## src/rtl/seg_display_driver_pkg.sv

```systemverilog
// Shared definitions for the EGO1 eight-digit display driver: segment glyphs,
// converter state encoding and display geometry.
package display_pkg;

  localparam int DIGITS_TOTAL = 8;
  localparam int DATA_W       = 32;
  localparam int BCD_W        = 40;

  // Segment bit order: bit0=a .. bit6=g, bit7=dp, active high.
  localparam logic [7:0] SEG_0     = 8'h3F;
  localparam logic [7:0] SEG_1     = 8'h06;
  localparam logic [7:0] SEG_2     = 8'h5B;
  localparam logic [7:0] SEG_3     = 8'h4F;
  localparam logic [7:0] SEG_4     = 8'h66;
  localparam logic [7:0] SEG_5     = 8'h6D;
  localparam logic [7:0] SEG_6     = 8'h7D;
  localparam logic [7:0] SEG_7     = 8'h07;
  localparam logic [7:0] SEG_8     = 8'h7F;
  localparam logic [7:0] SEG_9     = 8'h6F;
  localparam logic [7:0] SEG_A     = 8'h77;
  localparam logic [7:0] SEG_B     = 8'h7C;
  localparam logic [7:0] SEG_C     = 8'h39;
  localparam logic [7:0] SEG_D     = 8'h5E;
  localparam logic [7:0] SEG_E     = 8'h79;
  localparam logic [7:0] SEG_F     = 8'h71;
  localparam logic [7:0] SEG_DASH  = 8'h40;
  localparam logic [7:0] SEG_BLANK = 8'h00;
  localparam logic [7:0] SEG_ALL   = 8'hFF;
  localparam logic [7:0] SEG_DP    = 8'h80;

  typedef enum logic [1:0] {
    IDLE  = 2'd0,
    SHIFT = 2'd1,
    DONE  = 2'd2
  } conv_state_t;

  function automatic logic [7:0] hex_glyph(input logic [3:0] v);
    logic [7:0] g;
    case (v)
      4'h0:    g = SEG_0;
      4'h1:    g = SEG_1;
      4'h2:    g = SEG_2;
      4'h3:    g = SEG_3;
      4'h4:    g = SEG_4;
      4'h5:    g = SEG_5;
      4'h6:    g = SEG_6;
      4'h7:    g = SEG_7;
      4'h8:    g = SEG_8;
      4'h9:    g = SEG_9;
      4'hA:    g = SEG_A;
      4'hB:    g = SEG_B;
      4'hC:    g = SEG_C;
      4'hD:    g = SEG_D;
      4'hE:    g = SEG_E;
      default: g = SEG_F;
    endcase
    return g;
  endfunction

endpackage

```

## src/rtl/seg_display_driver_if.sv

```systemverilog
// Bundle between the game control block (master) and the display driver (slave).
interface seg_display_driver_if;
  import display_pkg::*;

  // No valid/ready handshake: every input is a level sampled on each main_clk
  // edge, and an/seg0/seg1 are registered levels that change together on one
  // edge. conv_state mirrors the converter FSM for observation only.
  logic [DATA_W-1:0] data;
  logic [3:0]        game_d;
  logic              test;
  logic              game;
  logic [7:0]        an;
  logic [7:0]        seg0;
  logic [7:0]        seg1;
  conv_state_t       conv_state;

  modport master (
    output data, game_d, test, game,
    input  an, seg0, seg1, conv_state
  );

  modport slave (
    input  data, game_d, test, game,
    output an, seg0, seg1, conv_state
  );

endinterface

```

## src/rtl/seg_display_driver_bin2bcd_seq.sv

```systemverilog
// Sequential double-dabble converter: one shift per cycle, restarting forever,
// publishing a complete BCD result only at the end of each pass.
module bin2bcd_seq
  import display_pkg::*;
#(
  parameter int BIN_W = 32,
  parameter int BCD_W = 40
) (
  input  logic             main_clk,
  input  logic             rst_n,
  input  logic [BIN_W-1:0] bin,
  output logic [BCD_W-1:0] bcd,
  output logic             valid,
  output conv_state_t      state_dbg
);

  localparam int CNT_W = $clog2(BIN_W + 1);

  conv_state_t      state;
  logic [BIN_W-1:0] bin_sr;
  logic [BCD_W-1:0] bcd_sr;
  logic [BCD_W-1:0] bcd_adj;
  logic [CNT_W-1:0] iter;

  always_comb begin
    bcd_adj = bcd_sr;
    for (int n = 0; n < BCD_W / 4; n++) begin
      if (bcd_sr[4*n +: 4] >= 4'd5) bcd_adj[4*n +: 4] = bcd_sr[4*n +: 4] + 4'd3;
    end
  end

  always_ff @(posedge main_clk or negedge rst_n) begin
    if (!rst_n) begin
      state  <= IDLE;
      bin_sr <= '0;
      bcd_sr <= '0;
      iter   <= '0;
      bcd    <= '0;
      valid  <= 1'b0;
    end else begin
      case (state)
        IDLE: begin
          bin_sr <= bin;
          bcd_sr <= '0;
          iter   <= CNT_W'(BIN_W);
          state  <= SHIFT;
        end
        SHIFT: begin
          {bcd_sr, bin_sr} <= {bcd_adj[BCD_W-2:0], bin_sr, 1'b0};
          iter             <= iter - CNT_W'(1);
          if (iter == CNT_W'(1)) state <= DONE;
        end
        DONE: begin
          // Displayed value only ever moves from one finished result to the next.
          bcd   <= bcd_sr;
          valid <= 1'b1;
          state <= IDLE;
        end
        default: state <= IDLE;
      endcase
    end
  end

  assign state_dbg = state;

endmodule

```

## src/rtl/seg_display_driver.sv

```systemverilog
// Eight-digit multiplexed display: digit 7 shows the player's digit, digits 6..0
// show the converted value with leading-zero blanking and an overflow dash row.
module seg_display_driver
  import display_pkg::*;
#(
  parameter int SCAN_DIV   = 1,
  parameter int NUM_DIGITS = 7,
  parameter int BIN_W      = 32
) (
  input  logic                 main_clk,
  input  logic                 rst_n,
  seg_display_driver_if.slave  bus
);

  localparam int DIV_W = (SCAN_DIV > 1) ? $clog2(SCAN_DIV) : 1;

  logic [BCD_W-1:0]        bcd;
  logic                    valid;
  conv_state_t             conv_state;
  logic [DIV_W-1:0]        div_cnt;
  logic [2:0]              scan_idx;
  logic [DIGITS_TOTAL-1:0] lead_zero;
  logic                    overflow;
  logic [3:0]              nib;
  logic [7:0]              glyph;

  bin2bcd_seq #(
    .BIN_W (BIN_W),
    .BCD_W (BCD_W)
  ) u_bin2bcd (
    .main_clk  (main_clk),
    .rst_n     (rst_n),
    .bin       (bus.data),
    .bcd       (bcd),
    .valid     (valid),
    .state_dbg (conv_state)
  );

  assign bus.conv_state = conv_state;

  // Anything in the nibbles above the seven shown digits means it will not fit.
  assign overflow = |bcd[BCD_W-1:4*NUM_DIGITS];

  // lead_zero[i]: value digit i and every value digit above it are zero.
  always_comb begin
    lead_zero = '1;
    for (int i = 0; i < NUM_DIGITS; i++) begin
      lead_zero[i] = ((bcd[4*NUM_DIGITS-1:0] >> (4 * i)) == '0);
    end
  end

  assign nib = bcd[{scan_idx, 2'b00} +: 4];

  always_comb begin
    glyph = SEG_BLANK;
    if (bus.test) begin
      glyph = SEG_ALL;
    end else if (scan_idx == 3'(DIGITS_TOTAL - 1)) begin
      glyph = bus.game ? hex_glyph(bus.game_d) : (SEG_E | SEG_DP);
    end else if (!valid) begin
      glyph = SEG_BLANK;
    end else if (overflow) begin
      glyph = SEG_DASH;
    end else if ((scan_idx != 3'd0) && lead_zero[scan_idx]) begin
      glyph = SEG_BLANK;
    end else begin
      glyph = hex_glyph(nib);
    end
  end

  // an and both buses come from the same scan_idx on the same edge, so a digit
  // enable never meets the previous digit's segments.
  always_ff @(posedge main_clk or negedge rst_n) begin
    if (!rst_n) begin
      div_cnt  <= '0;
      scan_idx <= '0;
      bus.an   <= 8'h00;
      bus.seg0 <= 8'h00;
      bus.seg1 <= 8'h00;
    end else begin
      bus.an   <= 8'h01 << scan_idx;
      bus.seg0 <= scan_idx[2] ? SEG_BLANK : glyph;
      bus.seg1 <= scan_idx[2] ? glyph : SEG_BLANK;
      if (div_cnt == DIV_W'(SCAN_DIV - 1)) begin
        div_cnt  <= '0;
        scan_idx <= scan_idx + 3'd1;
      end else begin
        div_cnt <= div_cnt + DIV_W'(1);
      end
    end
  end

endmodule

```

## src/flat_wrapper.sv

```systemverilog
// flat-port wrapper written by rule: the top's interface ports become plain ports
module seg_display_driver_flat import display_pkg::*;
#(
  parameter int SCAN_DIV   = 1,
  parameter int NUM_DIGITS = 7,
  parameter int BIN_W      = 32
)
  (main_clk, rst_n, bus_data, bus_game_d, bus_test, bus_game, bus_an, bus_seg0, bus_seg1, bus_conv_state);
  seg_display_driver_if bus_i ();
  input  logic main_clk;
  input  logic rst_n;
  input wire logic [$bits(bus_i.data)-1:0] bus_data;
  input wire logic [$bits(bus_i.game_d)-1:0] bus_game_d;
  input wire logic [$bits(bus_i.test)-1:0] bus_test;
  input wire logic [$bits(bus_i.game)-1:0] bus_game;
  output wire logic [$bits(bus_i.an)-1:0] bus_an;
  output wire logic [$bits(bus_i.seg0)-1:0] bus_seg0;
  output wire logic [$bits(bus_i.seg1)-1:0] bus_seg1;
  output wire logic [$bits(bus_i.conv_state)-1:0] bus_conv_state;
  assign bus_i.data = bus_data;
  assign bus_i.game_d = bus_game_d;
  assign bus_i.test = bus_test;
  assign bus_i.game = bus_game;
  assign bus_an = bus_i.an;
  assign bus_seg0 = bus_i.seg0;
  assign bus_seg1 = bus_i.seg1;
  assign bus_conv_state = bus_i.conv_state;
  seg_display_driver #(.SCAN_DIV(SCAN_DIV), .NUM_DIGITS(NUM_DIGITS), .BIN_W(BIN_W)) u_core (.main_clk(main_clk), .rst_n(rst_n), .bus(bus_i));
endmodule
```

## config.mk

```make
export PLATFORM = sky130hd
export DESIGN_NAME = seg_display_driver_flat
export DESIGN_NICKNAME = d
export VERILOG_FILES = /design/src/rtl/seg_display_driver_pkg.sv /design/src/rtl/seg_display_driver_if.sv /design/src/rtl/seg_display_driver_bin2bcd_seq.sv /design/src/rtl/seg_display_driver.sv /design/src/flat_wrapper.sv
export SDC_FILE = /design/constraint.sdc
export NUM_CORES = 1
export LEC_CHECK = 0
export CORE_MARGIN = 2
export CORE_UTILIZATION = 35
export CTS_CLUSTER_DIAMETER = 120
export DETAILED_ROUTE_END_ITERATION = 16
export MAX_ROUTING_LAYER = met4
export REMOVE_ABC_BUFFERS = 1
export SETUP_SLACK_MARGIN = 0.05
export SLEW_MARGIN = 25
export SYNTH_ARGS = -nofsm -noshare
export SYNTH_HDL_FRONTEND = slang
export SYNTH_SLANG_ARGS = --single-unit
```

## constraint.sdc

```tcl
create_clock -name main_clk -period 2.4 [get_ports main_clk]
set_input_delay 0.24 -clock main_clk [delete_from_list [all_inputs] [get_ports main_clk]]
set_output_delay 0.24 -clock main_clk [all_outputs]
set_load 0.02 [all_outputs]
```

==> key figures <==
CTS
  • Register clock-pin slew on the reported worst setup and hold paths: 60 ps
  • Deepest clock path buffer count: 2
  • CTS Buf Count: 17
  • Clk root buf: clkbuf_16
  • CTS Sinks: 148
  • H-tree depth: 4
  • CTS tree: built
  • Clk Latency, worst-skew pair: 430 ps

Global route
  • Total global routing overflow: 0
  • GRT Util Overall: 15.24%
  • First-pass GRT wire length: 26570 microns
  • Largest net degree at the start of global routing: 92
  • Vias in the first global route: 5260
  • Antenna violations before repair: 0

STA
  • # setup viols final: 1
  • Slew HR: 65.52%
  • Fin crit period: 2404 ps
  • Final Slew Violations: 0
  • Clock skew: 8.399 ps
  • F_max: 0.4160 GHz
  • Worst slew pin tran: 512.4 ps
  • Final Hold Viols: 0
  • Hold Worst Slack: 220.2 ps
  • Final cycle utilization of the critical path: 100.2%
  • Final worst slack: -4.130 ps
  • RSZ-0062 raised after global routing: yes

Logic synthesis
  • Synth top area share: 48.77%
  • Area leader, netlist: dfrtp_1
  • Mux cell area share after synthesis: 15.09%
  • Top cells by area, synth: dfrtp_1 (49%), ha_1 (6.8%), mux2_1 (6.2%)
  • Number of synthesized register bits: 148
  • Seq/Total Area, Yosys: 48.77%
  • Post-synth top flop: dfrtp_1
  • Synth unique cells: 50
  • Post-synthesis simple-gate area fraction: 11.19%
  • Area of the mapped netlist: 7594 sq um
  • EDFF count, synth: 0
  • Main combinational cell family by area after synthesis: multiplexers
  • Synthesized instance count: 716
  • Post-synthesis adder-cell area fraction: 6.756%
  • Post-synth ARST share: 100.0%
  • XOR/XNOR Fraction of Synth Area: 2.537%
  • Synth Area per Inst: 10.61 sq um
  • Synth warnings: 0
  • Synth Area in Compound Gates: 11.80%

Placed design
  • Global placement routability congestion: 0.8594
  • Post-place instance area: 8737 sq um
  • Placement Setup Slack: -33.88 ps
  • Port Buffers: 65
  • Hpwl dp: 10480 microns

Cells and area
  • Share of layout cells above drive strength 1: 13.41%
  • Antenna diodes: 0
  • Post-synthesis to final-layout area growth: 26.87%
  • Post-layout util: 45.54%
  • Fin area: 9634 sq um
  • Fin nets: 888

Detailed routing
  • Wirelength per Cell: 14.61 microns
  • Initial DRC Count: 256
  • Vias per cell: 4.929
  • Remaining DRCs: 0
  • ANT nets after route: 0
  • Drt total wl: 16000 microns
  • DR pass1 iterations: 4
  • Via count: 5397

Floorplanning
  • FP Rows: 53
  • Die H: 151.3 microns
  • Core ar.: 21150 sq um
  • I/O pin cnt: 66
  • Die area: 22890 sq um
  • Die X-Extent: 151.3 microns
  • Initial Util: 35.90%

Setup path
  • Worst Path Required: 2750 ps
  • Setup slack, reg-to-reg: -4 ps
  • Worst r2r src: u_core.scan_idx[0]$_DFF_PN0_
  • Critical path class: flip-flop to flip-flop
  • Crit path arrival time: 2760 ps
  • CP Launch Type: flip-flop
  • Critical path peak fanout: 5
  • R2R Path End: u_core.bus.seg0[5]$_DFF_PN0_
  • Register-to-Register Path Depth: 10
  • Critical Path Sink Type: flip-flop

Status
  • Status: finished, violations left
  • Failing checks: setup timing

Worst hold path
  • Hold Path Class: input pin to async pin

Power and ir drop
  • Pwr Density: 847.5 nW/um^2
  • VDD IR max: 0.5294 mV
  • P_leak: 4.479 nW

Run
  • Maxcap violations: 0
-- synthesized netlist by cell type (10+ instances only) --
| master | number |
|---|---|
| nor4_1 | 14 |
| ha_1 | 41 |
| inv_1 | 34 |
| mux2i_1 | 41 |
| o21ai_0 | 20 |
| nand2_1 | 91 |
| o31ai_1 | 12 |
| a22o_1 | 13 |
| dfrtp_1 | 148 |
| nor2_1 | 40 |
| xor2_1 | 10 |
| nand2b_1 | 11 |
| a21oi_1 | 28 |
| xnor2_1 | 12 |
| mux2_1 | 42 |
| clkbuf_1 | 25 |
| o21ai_1 | 57 |
-- cell families after synthesis --
| kind of cell | after synthesis |
|---|---|
| compound gates | 149 |
| flops | 148 |
| fa+ha+maj | 41 |
| simple gates | 188 |
| mux | 95 |
| buf+inv | 73 |
| xor+xnor | 22 |
-- layout by cell type, fill, tap and decap left out, drive strengths merged, types with 6 or more instances in the layout --
master and count:
a22o 13, mux2i 44, buf 43, o21ai 77, xor2 10, nand2 91
clkdlybuf4s50 64, nor2b 8, nor4 14, xnor2 12, mux4 9, ha 41
dfrtp 148, nor2 40, nand2b 11, a21oi 28, bufinv 6, inv 38
o31ai 12, mux2 43, clkbuf 21
-- critical path, stage by stage, from the launching register on --
cell and delay [ps]:
dfrtp_2 430, buf_6 150, mux4_2 530, mux2i_4 210, inv_2 90, buf_6 120
ha_4 160, mux2i_1 260, a2bb2oi_2 200, a211oi_2 90, nor2_1 100
-- flip-flops by register name, summed over array words and instances (netlist names) --
signal,cells
u_core.u_bin2bcd.bin_sr,32
u_core.u_bin2bcd.valid,1
u_core.bus.seg1,8
u_core.bus.seg0,8
u_core.u_bin2bcd.iter,6
u_core.u_bin2bcd.bcd_sr,40
u_core.u_bin2bcd.state_dbg,2
u_core.bus.an,8
u_core.scan_idx,3
u_core.u_bin2bcd.bcd,40
-- where the power goes --
part | internal [mW] | switching (mW) | total, mW
logic | 1.00 | 0.876 | 1.88
clock network | 2.04 | 1.06 | 3.10
registers | 2.83 | 0.353 | 3.19
total | 5.88 | 2.29 | 8.16
-- routing by layer --
layer / track usage (%) / wire length (microns) / up-vias
met3: 3.795 / 554 / 19
met1: 19.93 / 7825 / 2610
met2: 23.48 / 7404 / 91
li1: - / - / 2677
met5: - / 0 / -
met4: 4.579 / 215 / 0
-- worst max path at each step --
| stage | from | end | slack, ps | depth (start not counted) |
|---|---|---|---|---|
| after floorplan | u_core.u_bin2bcd.state_dbg[1]$_DFFE_PN0P_ | u_core.u_bin2bcd.bcd[0]$_DFFE_PN0N_ | -2310 | 2 |
| after global placement | u_core.scan_idx[0]$_DFF_PN0_ | u_core.bus.seg0[0]$_DFF_PN0_ | -5 | 9 |
| after detailed placement | u_core.scan_idx[0]$_DFF_PN0_ | u_core.bus.seg0[0]$_DFF_PN0_ | -30 | 9 |
| after CTS | u_core.scan_idx[0]$_DFF_PN0_ | u_core.bus.seg0[4]$_DFF_PN0_ | 50 | 8 |
| after global routing | u_core.scan_idx[0]$_DFF_PN0_ | u_core.bus.seg0[5]$_DFF_PN0_ | -170 | 10 |
| final | u_core.scan_idx[0]$_DFF_PN0_ | u_core.bus.seg0[5]$_DFF_PN0_ | -4 | 10 |
-- layout make-up --
class / instances / area [sq um]
Clock buffer: 21 / 470.5
Clock inverter: 11 / 220.2
Fill cell: 1973 / 11520
Inverter: 36 / 135.1
Multi-Input combinational cell: 496 / 3714
Sequential cell: 148 / 3710
Tap cell: 275 / 344.1
Timing Repair Buffer: 108 / 1041
-- what timing repair did --
action,in CTS,in global routing
hold endpoints to repair,19,0
hold buffers,1,0
endpoints found under the setup margin,13,14
buffers inserted,3,5
resized for setup,2,24
pin swaps,0,15
gates cloned,1,0
-- through the flow --
| step | power [mW] | setup TNS [ps] | instances |
|---|---|---|---|
| 6_report | 8.165 | -4.130 | 1095 |
| 4_1_cts | 8.081 | 0 | 1090 |
| 3_5_place_dp | 4.867 | -74.43 | 1053 |
| 3_3_place_gp | 4.835 | -4.608 | 1053 |
| 5_1_grt | 8.617 | -635.3 | 1095 |
| 2_1_floorplan | 4.211 | -134350 | 679 |
No activity file was read; power rests on OpenSTA's default activity.
